File: src/rtl/inert_pkg.sv
// Shared types and SPI command words for the inertial sensor sequencer.
`timescale 1ns/1ps
package inert_pkg;

  typedef enum logic [2:0] {
    PWR_WAIT,
    CFG1,
    CFG2,
    CFG3,
    WAIT_INT,
    RD_L,
    RD_H
  } state_t;

  // Sub-state inside each SPI state: first cycle issues wrt, then waits on done.
  typedef enum logic {
    PH_WAIT  = 1'b0,
    PH_ISSUE = 1'b1
  } phase_t;

  localparam logic [15:0] CMD_CFG1 = 16'h0D02;
  localparam logic [15:0] CMD_CFG2 = 16'h1160;
  localparam logic [15:0] CMD_CFG3 = 16'h1440;
  localparam logic [15:0] CMD_YAWL = 16'hA600;
  localparam logic [15:0] CMD_YAWH = 16'hA700;

endpackage

File: src/rtl/inert_seq.sv
// Inertial sensor sequencer: power-up wait, three config writes, then yaw-rate
// reads (low byte, high byte) on every synchronized data-ready from the sensor.
`timescale 1ns/1ps
module inert_seq
  import inert_pkg::*;
#(
  parameter int unsigned TMR_W = 16
) (
  input  logic        clk,
  input  logic        rst_n,
  input  logic        INT,
  input  logic        done,
  input  logic [15:0] rd_data,
  output logic        wrt,
  output logic [15:0] cmd,
  output logic [15:0] yaw_rt,
  output logic        vld,
  output logic        rdy
);

  state_t           state_q, state_d;
  phase_t           phase_q, phase_d;
  logic [TMR_W-1:0] tmr_q, tmr_d;
  logic             int_ff1_q, int_s_q;
  logic             done_q;
  logic             rdy_q, rdy_d;
  logic             vld_q, vld_d;
  logic [15:0]      yaw_q, yaw_d;
  logic [7:0]       yaw_lo_q, yaw_lo_d;
  logic             done_rise;
  logic             resp;
  logic             rd_hi_unused;

  // Only the low byte of each SPI read carries yaw data.
  assign rd_hi_unused = ^rd_data[15:8];

  assign done_rise = done & ~done_q;
  // A completion only counts once the issue cycle is over.
  assign resp      = (phase_q == PH_WAIT) & done_rise;

  always_ff @(posedge clk or negedge rst_n) begin
    if (!rst_n) begin
      state_q   <= PWR_WAIT;
      phase_q   <= PH_WAIT;
      tmr_q     <= '0;
      int_ff1_q <= 1'b0;
      int_s_q   <= 1'b0;
      done_q    <= 1'b0;
      rdy_q     <= 1'b0;
      vld_q     <= 1'b0;
      yaw_q     <= '0;
      yaw_lo_q  <= '0;
    end else begin
      state_q   <= state_d;
      phase_q   <= phase_d;
      tmr_q     <= tmr_d;
      int_ff1_q <= INT;
      int_s_q   <= int_ff1_q;
      done_q    <= done;
      rdy_q     <= rdy_d;
      vld_q     <= vld_d;
      yaw_q     <= yaw_d;
      yaw_lo_q  <= yaw_lo_d;
    end
  end

  always_comb begin
    state_d  = state_q;
    phase_d  = PH_WAIT;
    tmr_d    = tmr_q;
    rdy_d    = rdy_q;
    vld_d    = 1'b0;
    yaw_d    = yaw_q;
    yaw_lo_d = yaw_lo_q;
    wrt      = 1'b0;
    cmd      = '0;
    case (state_q)
      PWR_WAIT: begin
        tmr_d = tmr_q + TMR_W'(1);
        if (&tmr_q) begin
          state_d = CFG1;
          phase_d = PH_ISSUE;
        end
      end
      CFG1: begin
        cmd = CMD_CFG1;
        wrt = (phase_q == PH_ISSUE);
        if (resp) begin
          state_d = CFG2;
          phase_d = PH_ISSUE;
        end
      end
      CFG2: begin
        cmd = CMD_CFG2;
        wrt = (phase_q == PH_ISSUE);
        if (resp) begin
          state_d = CFG3;
          phase_d = PH_ISSUE;
        end
      end
      CFG3: begin
        cmd = CMD_CFG3;
        wrt = (phase_q == PH_ISSUE);
        if (resp) begin
          state_d = WAIT_INT;
          rdy_d   = 1'b1;
        end
      end
      WAIT_INT: begin
        if (int_s_q) begin
          state_d = RD_L;
          phase_d = PH_ISSUE;
        end
      end
      RD_L: begin
        cmd = CMD_YAWL;
        wrt = (phase_q == PH_ISSUE);
        if (resp) begin
          yaw_lo_d = rd_data[7:0];
          state_d  = RD_H;
          phase_d  = PH_ISSUE;
        end
      end
      RD_H: begin
        cmd = CMD_YAWH;
        wrt = (phase_q == PH_ISSUE);
        if (resp) begin
          yaw_d   = {rd_data[7:0], yaw_lo_q};
          vld_d   = 1'b1;
          state_d = WAIT_INT;
        end
      end
      default: state_d = PWR_WAIT;
    endcase
  end

  assign yaw_rt = yaw_q;
  assign vld    = vld_q;
  assign rdy    = rdy_q;

endmodule

File: config.mk
export PLATFORM = sky130hd
export DESIGN_NAME = inert_seq
export DESIGN_NICKNAME = d
export VERILOG_FILES = /design/src/rtl/inert_pkg.sv /design/src/rtl/inert_seq.sv
export SDC_FILE = /design/constraint.sdc
export NUM_CORES = 1
export LEC_CHECK = 0
export ABC_AREA = 1
export BUFFER_PORTS_ARGS = -buffer_cell sky130_fd_sc_hd__buf_2
export CORE_MARGIN = 2
export CORE_UTILIZATION = 37
export DETAILED_ROUTE_END_ITERATION = 7
export GPL_TIMING_DRIVEN = 0
export HOLD_SLACK_MARGIN = 0.03
export SLEW_MARGIN = 20
export SYNTH_ARGS = -nofsm -noshare
export SYNTH_HDL_FRONTEND = slang
export SYNTH_SLANG_ARGS = --single-unit
export TNS_END_PERCENT = 50
File: constraint.sdc
create_clock -name clk -period 2.9 [get_ports clk]
set_input_delay 0.435 -clock clk [delete_from_list [all_inputs] [get_ports clk]]
set_output_delay 0.435 -clock clk [all_outputs]
set_load 0.05 [all_outputs]
* Yosys cells after proc, flatten, opt, wreduce, memory -nomap -nowiden *
Index checks and enable logic that the tools add are counted.

word-level totals
  bits in registers = 49
  bits of input ports = 20
  output and inout port bits = 35
  word-level logic and storage cells = 50

operators by class
  add/subtract/negate cells = 1
  eq/ne operators = 12
  mux-type cells = 14
  bitwise logic cells = 4
  reductions and logical operators = 9

operators by type and width
  operator                                                                number
  16-bit one-hot mux with 5 select lines                                  1
  3-bit 2-to-1 mux                                                        6
  3-bit one-hot mux with 6 select lines                                   1
  16-bit by 1-bit adder with 16-bit output (second input constant)        1
  16-bit AND reduction                                                    1
  2-bit != test (second input constant)                                   5
  3-bit equality test (second input constant)                             3
  3-bit by 2-bit equality test with 1-bit output (second input constant)  2
  2-bit AND reduction                                                     3
  6-bit AND reduction                                                     1
  1-bit 2-to-1 mux                                                        5
  5-bit OR reduction                                                      1
  3-bit by 1-bit equality test with 1-bit output (second input constant)  1
  3-bit zero test                                                         1
  1-bit one-hot mux with 3 select lines                                   1
  3-bit OR reduction                                                      1
  1-bit AND                                                               2
  2-bit by 1-bit != test with 1-bit output (second input constant)        1
  1-bit inverter                                                          2
  2-bit OR reduction                                                      1

* Depth between registers and ports, before layout *
Gate-level depths: netlist of run 1.

  depth after elaboration = 5
  gate-level depth with buffers = 10
  depth with buffers taken out = 9

* Worst setup path before layout of run 1 *
OpenSTA, ideal clock, no wires.

  path kind = flip-flop to output port
  from = register state_q[2]
  to = output port cmd[10]
  arrival time = 1,832 ps
  data required time = 2,465 ps
  path slack = 633 ps
  stages on the path, launching flop included = 6
  path buffers = 1
  cells stage by stage = dfrtp_1 buf_6 nand2_1 o21ai_1 nor2_1 nand2_1

between the ends
  cells in the longest elaborated chain, start to end = 2

RTL lines
  what                                               line             source
  start, declared                                    inert_seq.sv:21  state_t state_q, state_d;
  start signal, assigned                             inert_seq.sv:54  state_q <= state_d;
  3-bit equality test, or another cell as far along  inert_seq.sv:77  case (state_q)
  16-bit one-hot mux with 5 select lines (*)         inert_seq.sv:77
  end, declared                                      inert_seq.sv:15  output logic [15:0] cmd,

Mark *: on every way between the ends. The rest lies on a longest branch, timed or not.

* Final worst setup path of run 1 *
  from = register state_q[1]
  to = output port cmd[10]

The elaborated chain is that of the path after synthesis.

==> impl_metrics.py, run 1 <==
metrics = {
    "floorplan": {
        "core.rowCount": 28,
        "die_w_um": 83.44,
        "num_io_pins": 55,
        "core_mm2": 0.006026,
        "initial_core_util_pct": 38.75,
        "die_area_mm2": 0.006961,
        "die_h_um": 83.44,
    },
    "timing": {
        "setup_viol": 0,
        "slew_violations": 0,
        "worst_slew_margin_rel_pct": 60.01,
        "final.setup_skew_ps": 8.869,
        "hold_viol_final": 0,
        "worst_pin_slew_ps": 599.8,
        "tns_ps": 0,
        "min_period_ps": 2033,
        "max_freq_mhz": 492.0,
        "period_share_pct": 70.09,
        "worst_slack_ps": 867.5,
        "rsz0062_at_grt": "false",
    },
    "routing": {
        "drt_drc_violations_left": 0,
        "route.vias.total": 1838,
        "routed_via_density": 4.472,
        "postRouteAntennaNets": 0,
        "first_pass_iters": 4,
        "wl_per_cell_um": 10.83,
        "wl_mm": 4.452,
        "drt_iter0_markers": 70,
    },
    "synthesis": {
        "synth_top_family_by_area": "simple AND/OR/NAND/NOR gates",
        "yosys_register_bits": 49,
        "netlist_instances": 283,
        "yosys.area_share.adder_pct": 0.5359,
        "ys.warnings.count": 0,
        "synth_compound_area_share_pct": 5.573,
        "muxShareOfSynthArea_pct": 0,
        "synth-xor-area-share_pct": 3.376,
        "synthSimpleGateAreaFrac_pct": 27.44,
        "syn_area_mm2": 0.002335,
        "ys_seq_area_share_pct": 52.52,
        "avgSynthCellArea_um2": 8.250,
        "yosysUniqueCellTypes": 24,
    },
    "run_status": {
        "outcome": "completed",
    },
    "worst_setup_path": {
        "cp_data_arrival_time_ps": 1600,
        "crit_fanout": 7,
        "critPathKind": "flip-flop to output pin",
        "cp.required_ps": 2470,
        "critPathLaunchType": "flip-flop",
        "cp-end-kind": "output pin",
    },
    "grt": {
        "grt_pass1_wl_mm": 7.845,
        "grt_util_all_layers_pct": 13.69,
        "antenna_found_initial": 0,
        "globalRouteOverflowTotal": 0,
        "grt_max_degree": 50,
        "grt_pass1_vias": 1797,
    },
    "clocking": {
        "post_cts_buffers": 0,
        "htree_levels": 2,
        "cts.sinks": 49,
        "hold_buffers": 0,
        "cts_buffer_depth": 2,
        "cts_root_buffer": "clkbuf_8",
        "numCtsBuffers": 5,
        "clk_latency_ps": 300,
        "clk_pin_slew_worst_paths_ps": 90,
        "cts_tree": "done",
        "cts-resized-gates": 0,
    },
    "pwr": {
        "power.leakage_nw": 1.567,
        "power_density_mw_per_mm2": 468.9,
        "ir_worst_vdd_mv": 0.2508,
    },
    "placed_design": {
        "dp_hpwl_mm": 3.243,
        "io_buffer_count": 40,
        "place_inst": 403,
        "gp_congestion": 0.8337,
        "pre_cts_ws_ps": 1186,
        "placed_area_mm2": 0.002648,
    },
    "cells_and_area": {
        "drive_gt1_share_pct": 23.51,
        "post-route-cell-area_mm2": 0.002784,
        "nets": 356,
        "area_growth_pct": 19.24,
        "antenna-diode-count": 0,
        "n_fill_cell": 618,
        "stdcell_count": 411,
    },
    "min_path": {
        "min_path_type": "primary input to asynchronous set/reset pin",
    },
    "run": {
        "maxCapViolCount": 0,
    },
}
cells in the mapped netlist:
cell | number | area (um^2)
nand2_2 | 2 | 12.51
nor2_2 | 2 | 12.51
o21ai_1 | 20 | 100.1
ha_1 | 1 | 12.51
nand3b_1 | 3 | 22.52
nor2_4 | 3 | 33.78
xnor2_1 | 2 | 17.52
o211ai_1 | 1 | 7.510
buf_4 | 12 | 90.09
conb_1 | 1 | 3.750
inv_1 | 28 | 105.1
a21oi_1 | 3 | 15.01
xor2_1 | 7 | 61.31
nor2_1 | 21 | 78.83
nand3_4 | 2 | 35.03
nand2_1 | 105 | 394.1
buf_2 | 2 | 10.01
nand4_1 | 1 | 6.260
nand3_1 | 7 | 35.03
nor3_1 | 2 | 10.01
buf_6 | 1 | 11.26
o21bai_1 | 1 | 7.510
dfrtp_1 | 49 | 1226
inv_2 | 7 | 26.28
routing by layer:
layer / vias to the layer above / track usage (%) / part of all wire, %
met2: 34 / 23.02 / 49
met4: 0 / 3.519 / 0.34
met3: 2 / 4.374 / 4.1
met1: 857 / 17.11 / 47
li1: 945 / - / -
met5: - / 0 / 0
kinds of logic (layout without fill, tap and decap cells):
kind of cell | after synthesis | in the layout
other | 1 | 6
flip-flops | 49 | 49
AND/OR/NAND/NOR | 148 | 148
buffers and inverters | 50 | 98
XOR/XNOR | 9 | 9
adder cells (fa/ha/maj) | 1 | 1
AO/OA/AOI/OAI | 25 | 25
final timing paths:
check,slack [ps],depth (start not counted),endpoint,startpoint
setup / recovery,870,6,cmd[10],state_q[1]$_DFFE_PN0P_
hold / removal,130,1,tmr_q[7]$_DFFE_PN0N_,rst_n
setup reg to reg,1420,6,yaw_lo_q[1]$_DFFE_PN0P_,state_q[1]$_DFFE_PN0P_
hold reg to reg,360,0,int_s_q$_DFF_PN0_,int_ff1_q$_DFF_PN0_
max in group asynchronous,2360,1,yaw_lo_q[3]$_DFFE_PN0P_,rst_n
min in group clk,250,1,int_ff1_q$_DFF_PN0_,INT
area by class of cell:
type                    count  area, um^2  area share, %
repair buffers             40       202.7          7.281
multi-input cells         189       884.6          31.78
flip-flops and latches     49        1226          44.05
inverters                  35       131.4          4.719
plain buffers              15       111.4          4.000
clock buffers               5       68.82          2.472
clock inverters             3       65.06          2.337
well taps                  75       93.84          3.371
through the flow:
stage          hold WS (ps)  power [mW]  util, %
6_report              131.6       1.305    46.20
5_1_grt               180.4       1.356    46.20
4_1_cts               235.0       1.326    46.16
3_5_place_dp          342.6      0.7479    43.94
3_3_place_gp          332.7      0.7477    43.94
2_1_floorplan         139.4      0.7246        -
where the power goes:
group / switching, mW / total (mW) / internal (mW) / leakage [nW]
Sequential: 0.000493 / 0.685 / 0.685 / 0.622
Combinational: 0.0360 / 0.0478 / 0.0118 / 0.878
Clock: 0.230 / 0.573 / 0.343 / 0.0681
Total: 0.266 / 1.31 / 1.04 / 1.57
placed cells by master (no fill, tap or decap):
cell type  instances
o21bai_1           1
nand4_1            1
ha_1               1
nor3_1             2
conb_1             6
a21oi_1            3
xor2_1             7
buf_2             41
nor2_4             3
dfrtp_1           49
o21ai_1           20
clkinv_2           1
nand2_1          105
o211ai_1           1
inv_1             28
nand3b_1           3
buf_4             13
clkbuf_8           5
nand2_2            2
nand3_1            7
nor2_1            21
nand3_4            2
bufinv_16          2
inv_2              7
buf_6              1
nor2_2             2
xnor2_1            2
worst max-delay path: stages (launching register included):
cell and delay (ps):
dfrtp_1 460, inv_2 130, nand3_1 120, o21ai_1 170, nor2_1 100, nand2_1 60, buf_2 250
flip-flops by register name, summed over array words and instances (netlist names):
name and flops:
tmr_q 16, vld 1, state_q 3, int_ff1_q 1, done_q 1, int_s_q 1
yaw_rt 16, phase_q 1, rdy 1, yaw_lo_q 8
Power figures use the tool's default switching activity.
==> run 2, diff against run 1 <==
Clock period 2.9 ns to 1.9 ns, I/O delays scaled along.
==> run 2 against run 1 <==
Net effect:
- the flow now finishes with violations (negative hold slack)
- first-iteration DRC count grew 29%
- cell area decreased by 0.81%
- global-route usage about the same
- non-clock buffer count unchanged
- largest cell class unchanged
- wire length decreased by 1.3%
- highest routed layer unchanged
- combinational power increased by 52%
- cell count unchanged
- sequential power is 53% higher
- worst hold slack got worse by 160 ps
- critical path depth decreased by 1
==> impl_metrics.py, run 2 (same netlist as run 1, synthesis figures left out) <==
metrics = {
    "clocking": {
        "htree_levels": 2,
        "cts_buffer_depth": 2,
        "clk_latency_ps": 300,
        "numCtsBuffers": 5,
        "cts_root_buffer": "clkbuf_8",
        "cts_tree": "done",
        "post_cts_buffers": 0,
        "clk_pin_slew_worst_paths_ps": 100,
        "hold_buffers": 0,
        "cts-resized-gates": 0,
        "cts.sinks": 49,
    },
    "grt": {
        "grt_max_degree": 50,
        "grt_pass1_vias": 1704,
        "grt_util_all_layers_pct": 13.67,
        "grt_pass1_wl_mm": 7.755,
        "globalRouteOverflowTotal": 0,
        "antenna_found_initial": 0,
    },
    "pwr": {
        "ir_worst_vdd_mv": 0.3288,
        "power_density_mw_per_mm2": 644.6,
        "power.leakage_nw": 1.546,
    },
    "routing": {
        "wl_mm": 4.396,
        "drt_drc_violations_left": 0,
        "route.vias.total": 1822,
        "first_pass_iters": 4,
        "postRouteAntennaNets": 0,
        "wl_per_cell_um": 10.70,
        "drt_iter0_markers": 90,
        "routed_via_density": 4.433,
    },
    "floorplan": {
        "die_w_um": 83.44,
        "initial_core_util_pct": 38.75,
        "num_io_pins": 55,
        "core_mm2": 0.006026,
        "die_area_mm2": 0.006961,
        "die_h_um": 83.44,
        "core.rowCount": 28,
    },
    "timing": {
        "period_share_pct": 93.79,
        "min_period_ps": 1782,
        "final.setup_skew_ps": 10.20,
        "worst_pin_slew_ps": 610.5,
        "hold_viol_final": 14,
        "slew_violations": 0,
        "tns_ps": 0,
        "max_freq_mhz": 561.2,
        "fin_hold_ws_ps": -26.98,
        "setup_viol": 0,
        "worst_slew_margin_rel_pct": 59.30,
        "rsz0062_at_grt": "false",
    },
    "placed_design": {
        "gp_congestion": 0.8019,
        "dp_hpwl_mm": 3.247,
        "io_buffer_count": 40,
        "place_inst": 403,
    },
    "cells_and_area": {
        "antenna-diode-count": 0,
        "final_cell_mix": "nand2_1 (105), dfrtp_1 (48), buf_2 (40)",
        "nets": 356,
        "final_util_pct": 45.83,
        "n_fill_cell": 647,
        "area_growth_pct": 18.27,
        "drive_gt1_share_pct": 24.70,
        "ff_latch_area_mm2": 0.001227,
        "final_common_cell": "nand2_1",
        "multi_input_area_um2": 893.4,
        "stdcell_count": 411,
    },
    "worst_setup_path": {
        "critPathKind": "flip-flop to output pin",
        "cp.required_ps": 1620,
        "crit_fanout": 7,
        "r2r_cells": 8,
        "cp_data_arrival_time_ps": 1500,
        "r2r_end": "state_q[1]$_DFFE_PN0P_",
        "cp-end-kind": "output pin",
        "rrSetupSlack_ps": 380,
        "critPathLaunchType": "flip-flop",
        "worstReg2RegStart": "tmr_q[0]$_DFFE_PN0N_",
    },
    "min_path": {
        "min_path_type": "primary input to asynchronous set/reset pin",
    },
    "run_status": {
        "violations": "negative hold slack",
        "outcome": "finished, violations left",
    },
    "run": {
        "maxCapViolCount": 0,
    },
}
==> run 2: cell types whose count changed in the layout (fill, tap and decap cells not counted), sizes merged <==
cell / change
clkinvlp: +1
clkinv: -1
clkbuf: +1
inv: +1
bufinv: -2
==> run 2: where the power goes <==
part	total (mW)	internal [mW]	switching [mW]
sequential	1.05	1.05	0.000710
combinational	0.0726	0.0180	0.0546
clock	0.662	0.300	0.361
==> run 2: per-stage QoR <==
stage	cell area (um^2)	power, mW	worst slack (ps)
floorplan	2362	1.106	56.66
global placement	2656	1.141	416.0
detailed placement	2656	1.142	395.1
CTS	2755	1.809	48.21
global route	2761	1.862	11.19
finish	2761	1.780	118.1
==> run 2: final cells by class <==
cell class | count | share of cell area [%]
multi-input cells | 189 | 32.35
repair buffers | 40 | 7.431
clock inverters | 2 | 0.5890
plain buffers | 15 | 4.033
inverters | 35 | 4.758
well taps | 75 | 3.398
clock buffers | 6 | 2.990
flip-flops and latches | 49 | 44.45
==> run 2: critical path: stages (launching register included) <==
cell and delay (ps):
dfrtp_2 460, inv_2 120, nand3_1 130, o21ai_2 110, buf_4 130, buf_2 250
==> run 2: how the worst max path moves through the flow <==
stage	startpoint	to	cells past startpoint
after global routing	state_q[1]$_DFFE_PN0P_	cmd[15]	5
after floorplan	state_q[1]$_DFFE_PN0P_	cmd[10]	5
after global placement	state_q[1]$_DFFE_PN0P_	yaw_lo_q[0]$_DFFE_PN0P_	6
after CTS	state_q[1]$_DFFE_PN0P_	cmd[10]	6
after detailed placement	state_q[1]$_DFFE_PN0P_	cmd[10]	6
final	state_q[1]$_DFFE_PN0P_	cmd[13]	5
==> run 2: routing by layer <==
layer	wire length (um)	up-vias	track usage [%]
met2	2087	35	22.14
met3	183	5	3.181
met5	0	-	0
li1	-	948	-
met4	34	0	3.519
met1	2090	834	18.60
==> run 3, diff against run 2 <==
Settings changed: CORE_UTILIZATION 37 to 49, PLACE_DENSITY from default to 0.74.
==> run 3 against run 2 <==
Net effect:
- count of clock-buffer cells in the layout fell by 1
- sequential share of layout area increased by 0.47 points
- first-iteration DRC count is 2.2% higher
- largest power group unchanged
- the flow still finishes with violations (negative hold slack)
- utilization rose by 13 points
- sequential cell count unchanged
==> impl_metrics.py, run 3 (same netlist as run 1, synthesis figures left out) <==
metrics = {
    "run_status": {
        "outcome": "finished, violations left",
        "violations": "negative hold slack",
    },
    "pwr": {
        "pwr-share-comb_pct": 4.2,
        "p_sw_share_pct": 23.39,
        "switchingPower_uw": 404.4,
        "seqPwrFrac_pct": 60.5,
        "clkPwrFrac_pct": 35.3,
        "power.leakage_nw": 1.546,
        "p_total_mw": 1.729,
        "ir_worst_vdd_mv": 0.4558,
        "intPower_mw": 1.324,
        "power_density_mw_per_mm2": 632.6,
    },
    "grt": {
        "grt.busiest_layer": "met2",
        "globalRouteOverflowTotal": 0,
        "grt_util_all_layers_pct": 17.83,
        "use_met2_pct": 28.73,
        "grt_pass1_wl_mm": 7.493,
        "grt_max_degree": 50,
        "met1_usage_pct": 23.65,
        "use_met3_pct": 4.558,
        "grt_pass1_vias": 1745,
        "antenna_found_initial": 0,
    },
    "routing": {
        "drt_iter0_markers": 92,
        "routed_via_density": 4.687,
        "postRouteAntennaNets": 0,
        "drt_drc_violations_left": 0,
        "wl_mm": 4.206,
        "route.vias.total": 1828,
        "first_pass_iters": 4,
        "wl_per_cell_um": 10.78,
    },
    "worst_setup_path": {
        "cp.required_ps": 1620,
        "crit_fanout": 7,
        "cp_data_arrival_time_ps": 1520,
        "cp-end-kind": "output pin",
        "critPathKind": "flip-flop to output pin",
        "critPathLaunchType": "flip-flop",
    },
    "placed_design": {
        "gp_congestion": 0.7988,
        "io_buffer_count": 40,
        "pre_cts_ws_ps": 401.7,
        "dp_hpwl_mm": 3.170,
    },
    "timing": {
        "period_share_pct": 94.76,
        "tns_ps": 0,
        "worst_slack_ps": 99.50,
        "final.setup_skew_ps": 7.009,
        "fin_hold_ws_ps": -13.26,
        "min_period_ps": 1801,
        "max_freq_mhz": 555.4,
        "hold_viol_final": 16,
        "worst_slew_margin_rel_pct": 59.40,
        "rsz0062_at_grt": "false",
        "setup_viol": 0,
        "slew_violations": 0,
        "worst_pin_slew_ps": 609.0,
    },
    "run": {
        "maxCapViolCount": 0,
    },
    "min_path": {
        "min_path_type": "primary input to asynchronous set/reset pin",
    },
    "clocking": {
        "htree_levels": 2,
        "clk_pin_slew_worst_paths_ps": 90,
        "cts-resized-gates": 0,
        "cts_tree": "done",
        "clk_latency_ps": 300,
        "cts_buffer_depth": 2,
        "post_cts_buffers": 0,
        "cts.sinks": 49,
        "cts_root_buffer": "clkbuf_8",
        "hold_buffers": 0,
        "numCtsBuffers": 5,
    },
    "floorplan": {
        "core_mm2": 0.004661,
        "core.rowCount": 25,
        "die_h_um": 73.03,
        "initial_core_util_pct": 50.09,
        "die_w_um": 73.03,
        "num_io_pins": 55,
        "die_area_mm2": 0.005333,
    },
    "cells_and_area": {
        "antenna-diode-count": 0,
        "final_util_pct": 58.63,
        "nets": 356,
        "final_cell_mix": "nand2_1 (105), dfrtp_1 (48), buf_2 (39)",
        "final_common_cell": "nand2_1",
        "area_growth_pct": 17.04,
        "drive_gt1_share_pct": 25.00,
        "n_fill_cell": 444,
    },
}
[run 3: path summary, 6_finish.rpt]
| path | start | endpoint | slack [ps] | cells past startpoint |
|---|---|---|---|---|
| worst max-delay path | state_q[1]$_DFFE_PN0P_ | cmd[15] | 100 | 5 |
| worst min-delay path | rst_n | tmr_q[11]$_DFFE_PN0N_ | -10 | 1 |
| worst max register to register | tmr_q[1]$_DFFE_PN0N_ | state_q[2]$_DFFE_PN0P_ | 410 | 8 |
| worst min register to register | int_ff1_q$_DFF_PN0_ | int_s_q$_DFF_PN0_ | 360 | 0 |
| max in group asynchronous | rst_n | state_q[1]$_DFFE_PN0P_ | 1470 | 1 |
| min in group clk | INT | int_ff1_q$_DFF_PN0_ | 90 | 1 |
[run 3: worst max-delay path, cell delays in order (launching register included)]
cell	delay (ps)
dfrtp_2	460
inv_2	120
nand3_1	130
o21ai_2	130
buf_4	140
buf_2	250
[run 3: power by group through the flow]
stage	combinational, mW	clock [mW]	sequential (mW)
final	0.0733	0.610	1.05
after CTS	0.0747	0.632	1.05
after global routing	0.0812	0.668	1.05
after global placement	0.0745	0	1.07
after detailed placement	0.0745	0	1.07
after floorplan	0.0392	0	1.07
[run 3: per-stage QoR]
step / hold WS [ps] / std cells / cell area, um^2
after floorplan: -10.59 / 288 / 2362
after global placement: 333.2 / 382 / 2630
after detailed placement: 341.3 / 382 / 2630
after CTS: 74.17 / 390 / 2721
after global routing: 37.69 / 390 / 2733
final: -13.26 / 390 / 2733
[run 3: final cells by class]
type,count,area (um^2),area share (%)
Clock buffer,5,68.82,2.518
Inverter,35,131.4,4.808
Timing Repair Buffer,40,207.7,7.601
Clock inverter,3,22.52,0.8242
Sequential cell,49,1227,44.92
Tap cell,54,67.56,2.473
Multi-Input combinational cell,189,895.9,32.78
Buffer,15,111.4,4.075
[run 3: layer usage]
metal  up-vias  routed length [um]  share of wire (%)
li1        949                   -                  -
met1       835                1995                 47
met2        36                1945                 46
met3         8                 193                4.6
met4         0                  72                1.7
met5         -                   0                  0
